### config.mk
export PLATFORM = sky130hd
export DESIGN_NAME = fetch_unit
export DESIGN_NICKNAME = d
export VERILOG_FILES = /design/src/rtl/fetch_unit.sv
export SDC_FILE = /design/constraint.sdc
export NUM_CORES = 1
export LEC_CHECK = 0
export BUFFER_PORTS_ARGS = -buffer_cell sky130_fd_sc_hd__buf_2
export CORE_MARGIN = 4
export CORE_UTILIZATION = 30
export CTS_CLUSTER_SIZE = 16
export DETAILED_ROUTE_END_ITERATION = 8
export GPL_ROUTABILITY_DRIVEN = 0
export GPL_TIMING_DRIVEN = 0
export PLACE_DENSITY = 0.48
export RECOVER_POWER = 50
export SYNTH_ARGS = -nofsm -noshare
export SYNTH_HDL_FRONTEND = slang
export SYNTH_SLANG_ARGS = --single-unit
### constraint.sdc
create_clock -name clk -period 3.3 [get_ports clk]
set_clock_uncertainty 0.15 [all_clocks]
set_input_delay 0.33 -clock clk [delete_from_list [all_inputs] [get_ports clk]]
set_output_delay 0.33 -clock clk [all_outputs]
set_load 0.05 [all_outputs]
### src/rtl/fetch_unit.sv
// fetch_unit: PC generation plus a small prefetch FIFO of {pc, inst} feeding decode over valid/ready.
module fetch_unit #(
    parameter int          DATA_WIDTH = 32,
    parameter int          ADDR_WIDTH = 8,
    parameter int          DEPTH      = 2,
    parameter logic [31:0] RESET_PC   = 32'h0000_0000
) (
    input  logic                         clk,
    input  logic                         rst_n,
    input  logic                         fetch_en,
    output logic [ADDR_WIDTH-1:0]        imem_addr,
    input  logic [DATA_WIDTH-1:0]        imem_inst,
    output logic                         if_valid,
    output logic [DATA_WIDTH-1:0]        if_inst,
    output logic [31:0]                  if_pc,
    input  logic                         id_ready,
    input  logic                         redirect_valid,
    input  logic [31:0]                  redirect_pc,
    output logic [$clog2(DEPTH+1)-1:0]   occupancy
);
    localparam int PW = $clog2(DEPTH);
    localparam int CW = $clog2(DEPTH+1);

    logic [31:0]           pc_q, pc_d;
    logic [PW-1:0]         rd_q, rd_d, wr_q, wr_d;
    logic [CW-1:0]         cnt_q, cnt_d;
    logic [31:0]           pc_mem_q   [DEPTH];
    logic [DATA_WIDTH-1:0] inst_mem_q [DEPTH];
    logic                  push, pop;

    // Redirect wins over everything; a pop frees the slot a full-FIFO push needs.
    assign pop  = if_valid && id_ready && !redirect_valid;
    assign push = fetch_en && !redirect_valid && ((cnt_q < CW'(DEPTH)) || pop);

    assign imem_addr = pc_q[ADDR_WIDTH+1:2];
    assign if_valid  = cnt_q != '0;
    assign if_pc     = pc_mem_q[rd_q];
    assign if_inst   = inst_mem_q[rd_q];
    assign occupancy = cnt_q;

    // Next-state for pc, pointers and count; redirect flushes and restarts at the aligned target.
    always_comb begin
        pc_d  = pc_q;
        rd_d  = rd_q;
        wr_d  = wr_q;
        cnt_d = cnt_q;
        if (redirect_valid) begin
            pc_d  = redirect_pc & ~32'h3;
            rd_d  = '0;
            wr_d  = '0;
            cnt_d = '0;
        end else begin
            pc_d  = push ? pc_q + 32'd4 : pc_q;
            wr_d  = push ? wr_q + PW'(1) : wr_q;
            rd_d  = pop ? rd_q + PW'(1) : rd_q;
            cnt_d = cnt_q + CW'(push) - CW'(pop);
        end
    end

    // Control state register.
    always_ff @(posedge clk or negedge rst_n) begin
        if (!rst_n) begin
            pc_q  <= RESET_PC;
            rd_q  <= '0;
            wr_q  <= '0;
            cnt_q <= '0;
        end else begin
            pc_q  <= pc_d;
            rd_q  <= rd_d;
            wr_q  <= wr_d;
            cnt_q <= cnt_d;
        end
    end

    // FIFO storage; cleared on reset so an empty head reads as zero.
    always_ff @(posedge clk or negedge rst_n) begin
        if (!rst_n) begin
            for (int i = 0; i < DEPTH; i++) begin
                pc_mem_q[i]   <= '0;
                inst_mem_q[i] <= '0;
            end
        end else if (push) begin
            pc_mem_q[wr_q]   <= pc_q;
            inst_mem_q[wr_q] <= imem_inst;
        end
    end
endmodule

Word level (Yosys, flattened, before mapping) --
Index checks and enable logic that the tools add are counted.
Cells by class: reduce and logical (&&, ||, !) cells 10, add/sub/neg operators 5, bitwise logic cells 2, mux-type cells 17, order comparisons 4
Operator list (count):
- 32-bit 2-to-1 mux | 9
- 64-bit bitwise mux | 2
- 32-bit by 3-bit adder with 32-bit output (second input constant) | 1
- 32-bit demux with 1-bit select | 1
- 2-bit nonzero test | 3
- 1-bit logical AND | 5
- 2-bit >= comparator (second input constant) | 2
- 1-bit 2-to-1 mux | 4
- 1-bit NOT with 2-bit output | 2
- 1-bit adder (second input constant) | 2
- 2-bit by 1-bit adder with 2-bit output | 1
- 2-bit by 1-bit < comparator with 1-bit output (second input constant) | 1
- 2-bit < comparator (second input constant) | 1
- 2-bit 2-to-1 mux | 1
- 2-bit by 1-bit subtractor with 2-bit output | 1
- 1-bit logical NOT | 1
- 1-bit logical OR | 1
Storage, ports and cells: register bits after elaboration 164, input bits 69, logic and storage cells 46

Depth between registers and ports, before layout --
word-level depth 8, depth in mapped cells 9, depth with buffers taken out 9

Least setup slack after synthesis --
OpenSTA, ideal clock, no wires.
path type reg-to-reg, from register cnt_q[1], in the netlist occupancy[1], to register cnt_q[1], in the netlist occupancy[1], cell stages (with the launch flop) 10, path slack 0.928 ns, data required time 3.018 ns, data arrival time 2.090 ns, library setup time 0.132 ns, cell sequence dfrtp_1 > or2_2 > nand2_1 > nor2_1 > ha_1 > inv_1 > ha_1 > xor2_1 > xnor2_1 > nor2_1
Between the ends: cells in the longest elaborated chain, start to end 8, elaborated cells between the ends (all ways) 9, classes of those cells 2 x add/sub; 1 x order compare; 1 x mux; 5 x reduce/logical
Ends and longest elaborated chain:
- start: declaration | RTL line 26 | logic [CW-1:0] cnt_q, cnt_d;
- start signal: assignment | RTL line 71 | cnt_q <= cnt_d;
- 2-bit nonzero test (*) | RTL line 36 | assign if_valid = cnt_q != '0;
- net if_valid | RTL line 13 | output logic if_valid,
- 1-bit logical AND (*) (2 in a row) | RTL line 32 | assign pop = if_valid && id_ready && !redirect_valid;
- 1-bit logical OR | RTL line 33 | assign push = fetch_en && !redirect_valid && ((cnt_q < CW'(DEPTH)) || pop);
- 1-bit logical AND | RTL line 33
- 2-bit by 1-bit adder with 2-bit output | RTL line 56 | cnt_d = cnt_q + CW'(push) - CW'(pop);
- 2-bit by 1-bit subtractor with 2-bit output (*) | RTL line 56
- 2-bit 2-to-1 mux (*) | RTL line 47 | if (redirect_valid) begin
- net cnt_d[1] | RTL line 26
The timed path passes the listed nets; every way through them passes the cells marked *. A chain may end at the register's enable or synchronous reset.

Final worst setup path --
from register rd_q, to output port if_pc[10]
Between the ends: cells in the longest elaborated chain, start to end 4
Ends and longest elaborated chain:
- start: declaration | RTL line 25 | logic [PW-1:0] rd_q, rd_d, wr_q, wr_d;
- start signal: assignment | RTL line 69 | rd_q <= rd_d;
- 1-bit NOT with 2-bit output (not written as such) | RTL line 37 | assign if_pc = pc_mem_q[rd_q];
- 32-bit 2-to-1 mux (not written as such) (3 in a row) | RTL line 37
- end: declaration | RTL line 15 | output logic [31:0] if_pc,
Every way passes these cells. The select of a mux whose other input is x is not followed.

==> results.yml <==
placed_design:
  dp_hpwl_mm: 13.4
  port-buffer-count: 139
  place_ws_ns: 0.693
timing:
  max_slew_margin: -0.172
  fmaxAchievable_mhz: 338
  setup_repair_after_global_routing_missed_its_margin: "false"
  final_critical_path_setup_slack_ns: 0.342
  layout_min_cycle_time_ns: 2.96
  hold_viol_final: 0
  drv_slew: 71
  setup_total_negative_slack_ns: 0
  setup_viol: 0
  fin_crit_sh: 0.896
  tightest_slew_ns: 1.76
grt:
  globalRouteOverflowTotal: 0
  grt_pass1_wl_mm: 29.9
  via_count_of_the_first_global_routing_pass: 5631
  grtUsageTotal: 0.142
  grt_start_max_net_pins: 90
  antenna_found_initial: 1
clock_network:
  postCtsSetupBuffers: 0
  cts.sink_count: 158
  cts_max_path_buffers: 2
  insertion_delay_of_the_later_clocked_pin_in_the_worst_skew_pair_ns: 0.42
  clk_slew_on_worst_s_h_paths_ns: 0.06
  tritoncts: "done"
  cts_h_tree_depth: 4
  cts_hold_buf: 55
  cts_made_buffers: 17
  ctsResizeCount: 0
  clock-root-buffer: "clkbuf_16"
worst_setup_path:
  path_class: "register to output pin"
  endpoint_kind: "output pin"
  worst_ep_required_time_ns: 2.82
  maximum_net_fanout_on_the_critical_path: 10
  worst-endpoint-arrival_ns: 2.48
  start_kind: "register"
synthesis:
  yosys.area.top_type_share: 0.534
  synth.yosys.warnings: 0
  synthesis.area_per_instance_sq_um: 13.0
  synth_edf_count: 0
  synthFlopType: "dfrtp_1"
  synth_top_cells_by_area: "dfrtp_1, mux2_2, xnor2_1"
  synth_async_sr_flop_share: 1.00
  cell_taking_the_most_area_after_synthesis: "dfrtp_1"
  synth.yosys.seq_area_share: 0.534
  synth.cell_area_sq_um: 7400
  netlist_instances: 569
  synth_cell_types: 42
  ys_seq_elements: 158
final_layout:
  post_route_cells_drive_above_1_share: 0.491
  finish.net_count: 857
  area_delta_synth_final_pct: 30.2
  antenna_fix_cells: 0
die:
  num_io_pins: 144
  die_x_microns: 165
  core_area_sq_um: 24300
  chipHeight_microns: 165
  fp-row-count: 57
  initial_utilization: 0.304
  die_area_sq_um: 27200
flow_run:
  max-cap-violations: 1
outcome:
  status: "complete, but fails checks"
  failed_checks: "max-capacitance violations, max-slew violations"
power_and_ir_drop:
  power_density_nw_per_um2: 776
  p_leak_uw: 0.00425
  max-vdd-ir-drop_v: 0.000308
  power.total_uw: 7470
worst_hold_path:
  timing.hold.worst.class: "input pin to register"
drt:
  via_count: 5148
  final_antenna_net_count: 0
  dr.first_iter.drc_count: 171
  mean_routed_wirelength_per_cell_microns: 16.7
  routed_wire_length_mm: 18.7
  drt_drc_violations_left: 0
  routed_via_density: 4.59
  number_of_iterations_in_the_first_detailed_routing_pass: 4
## synthesized netlist by cell type (2+ instances only)
| master | n |
|---|---|
| nor2_1 | 9 |
| nand4_1 | 8 |
| and2_1 | 2 |
| ha_1 | 3 |
| buf_4 | 12 |
| dfrtp_1 | 158 |
| and3_1 | 6 |
| mux2_2 | 183 |
| nor4_2 | 5 |
| o21ai_1 | 7 |
| nor4_1 | 4 |
| inv_1 | 6 |
| buf_2 | 16 |
| o21ai_0 | 25 |
| nor3_1 | 5 |
| nand2_1 | 41 |
| xnor2_1 | 19 |
| xor2_1 | 12 |
| clkbuf_1 | 13 |
| and4_1 | 2 |
| a31oi_1 | 2 |
| nand3_1 | 11 |
## logic make-up (layout without fill, tap and decap cells)
group,count (synthesis),in the layout,synth area share
AO/OA/AOI/OAI,35,35,0.0245
XOR/XNOR,31,31,0.0367
adder cells (fa/ha/maj),3,3,0.00507
buffers and inverters,49,277,0.0348
flip-flops,158,158,0.534
multiplexers,184,184,0.280
other,1,2,0.000507
AND/OR/NAND/NOR,108,108,0.0844
## state kept, by name, indices dropped and copies added (netlist names)
name        cells
pc_mem_q       60
inst_mem_q     64
wr_q            1
pc_q           30
occupancy       2
rd_q            1
## worst max-delay path, cell delays in order, from the launching register on
cell      delay, ns
dfrtp_1        0.32
clkbuf_1       0.50
clkbuf_1       0.59
mux2_2         0.43
buf_2          0.22
## final timing paths
kind,startpoint,to,slack [ns],cells after the start
hold reg to reg,pc_mem_q[30],pc_mem_q[30],0.33,2
max in group asynchronous,rst_n,pc_mem_q[42],0.66,3
setup / recovery,rd_q,if_pc[10],0.34,4
hold / removal,redirect_pc[2],pc_q[2],0.01,3
setup reg to reg,occupancy[1],pc_mem_q[7],0.89,5
min in group asynchronous,rst_n,inst_mem_q[35],0.73,2
## where the power goes
part	internal [uW]	leakage, uW	total [uW]	switching, uW
sequential	2510	0.00191	2830	311
clock	1090	0.000255	1910	827
combinational	1020	0.00209	2740	1720
total	4620	0.00425	7470	2860
## layout by cell type, fill, tap and decap left out, types with 3 or more instances in the layout
cell type,n
nor4_2,5
xor2_1,12
mux2_2,183
nand3_1,11
nand4_1,8
clkbuf_16,17
inv_1,6
o21ai_1,7
clkbuf_1,23
clkinvlp_4,7
dfrtp_1,158
and3_1,6
buf_2,146
nand2_1,41
inv_6,3
nor2_1,9
ha_1,3
xnor2_1,19
o21ai_0,25
nor4_1,4
dlygate4sd3_1,56
nor3_1,5
buf_4,12
## final cells by class
class                      count  area (sq um)
inverter                       6          22.5
fill                        2385         14700
timing repair buffer         196          1260
tap                          324           405
sequential                   158          3950
clock inverter                11           109
buffer                        43           230
multi-input combinational    363          3190
clock buffer                  21           460
## routing by layer
| layer | wire, microns | vias to the layer above | part of all wire | track usage |
|---|---|---|---|---|
| li1 | - | 2429 | - | - |
| met1 | 8280 | 2601 | 0.44 | 0.180 |
| met2 | 9230 | 91 | 0.49 | 0.237 |
| met3 | 764 | 25 | 0.041 | 0.0350 |
| met4 | 414 | 2 | 0.022 | 0.0469 |
| met5 | 13 | - | 0.00070 | 0 |
## per-stage QoR
step,hold slack (ns),instance area [sq um],cells,util
5_1_grt,0.00223,9630,1122,0.396
6_report,0.0110,9630,1122,0.396
3_3_place_gp,0.313,8510,1033,0.350
4_1_cts,0.000929,9660,1121,0.397
2_1_floorplan,-0.116,7400,570,-
3_5_place_dp,0.230,8540,1034,0.351
Power figures use the tool's default switching activity.
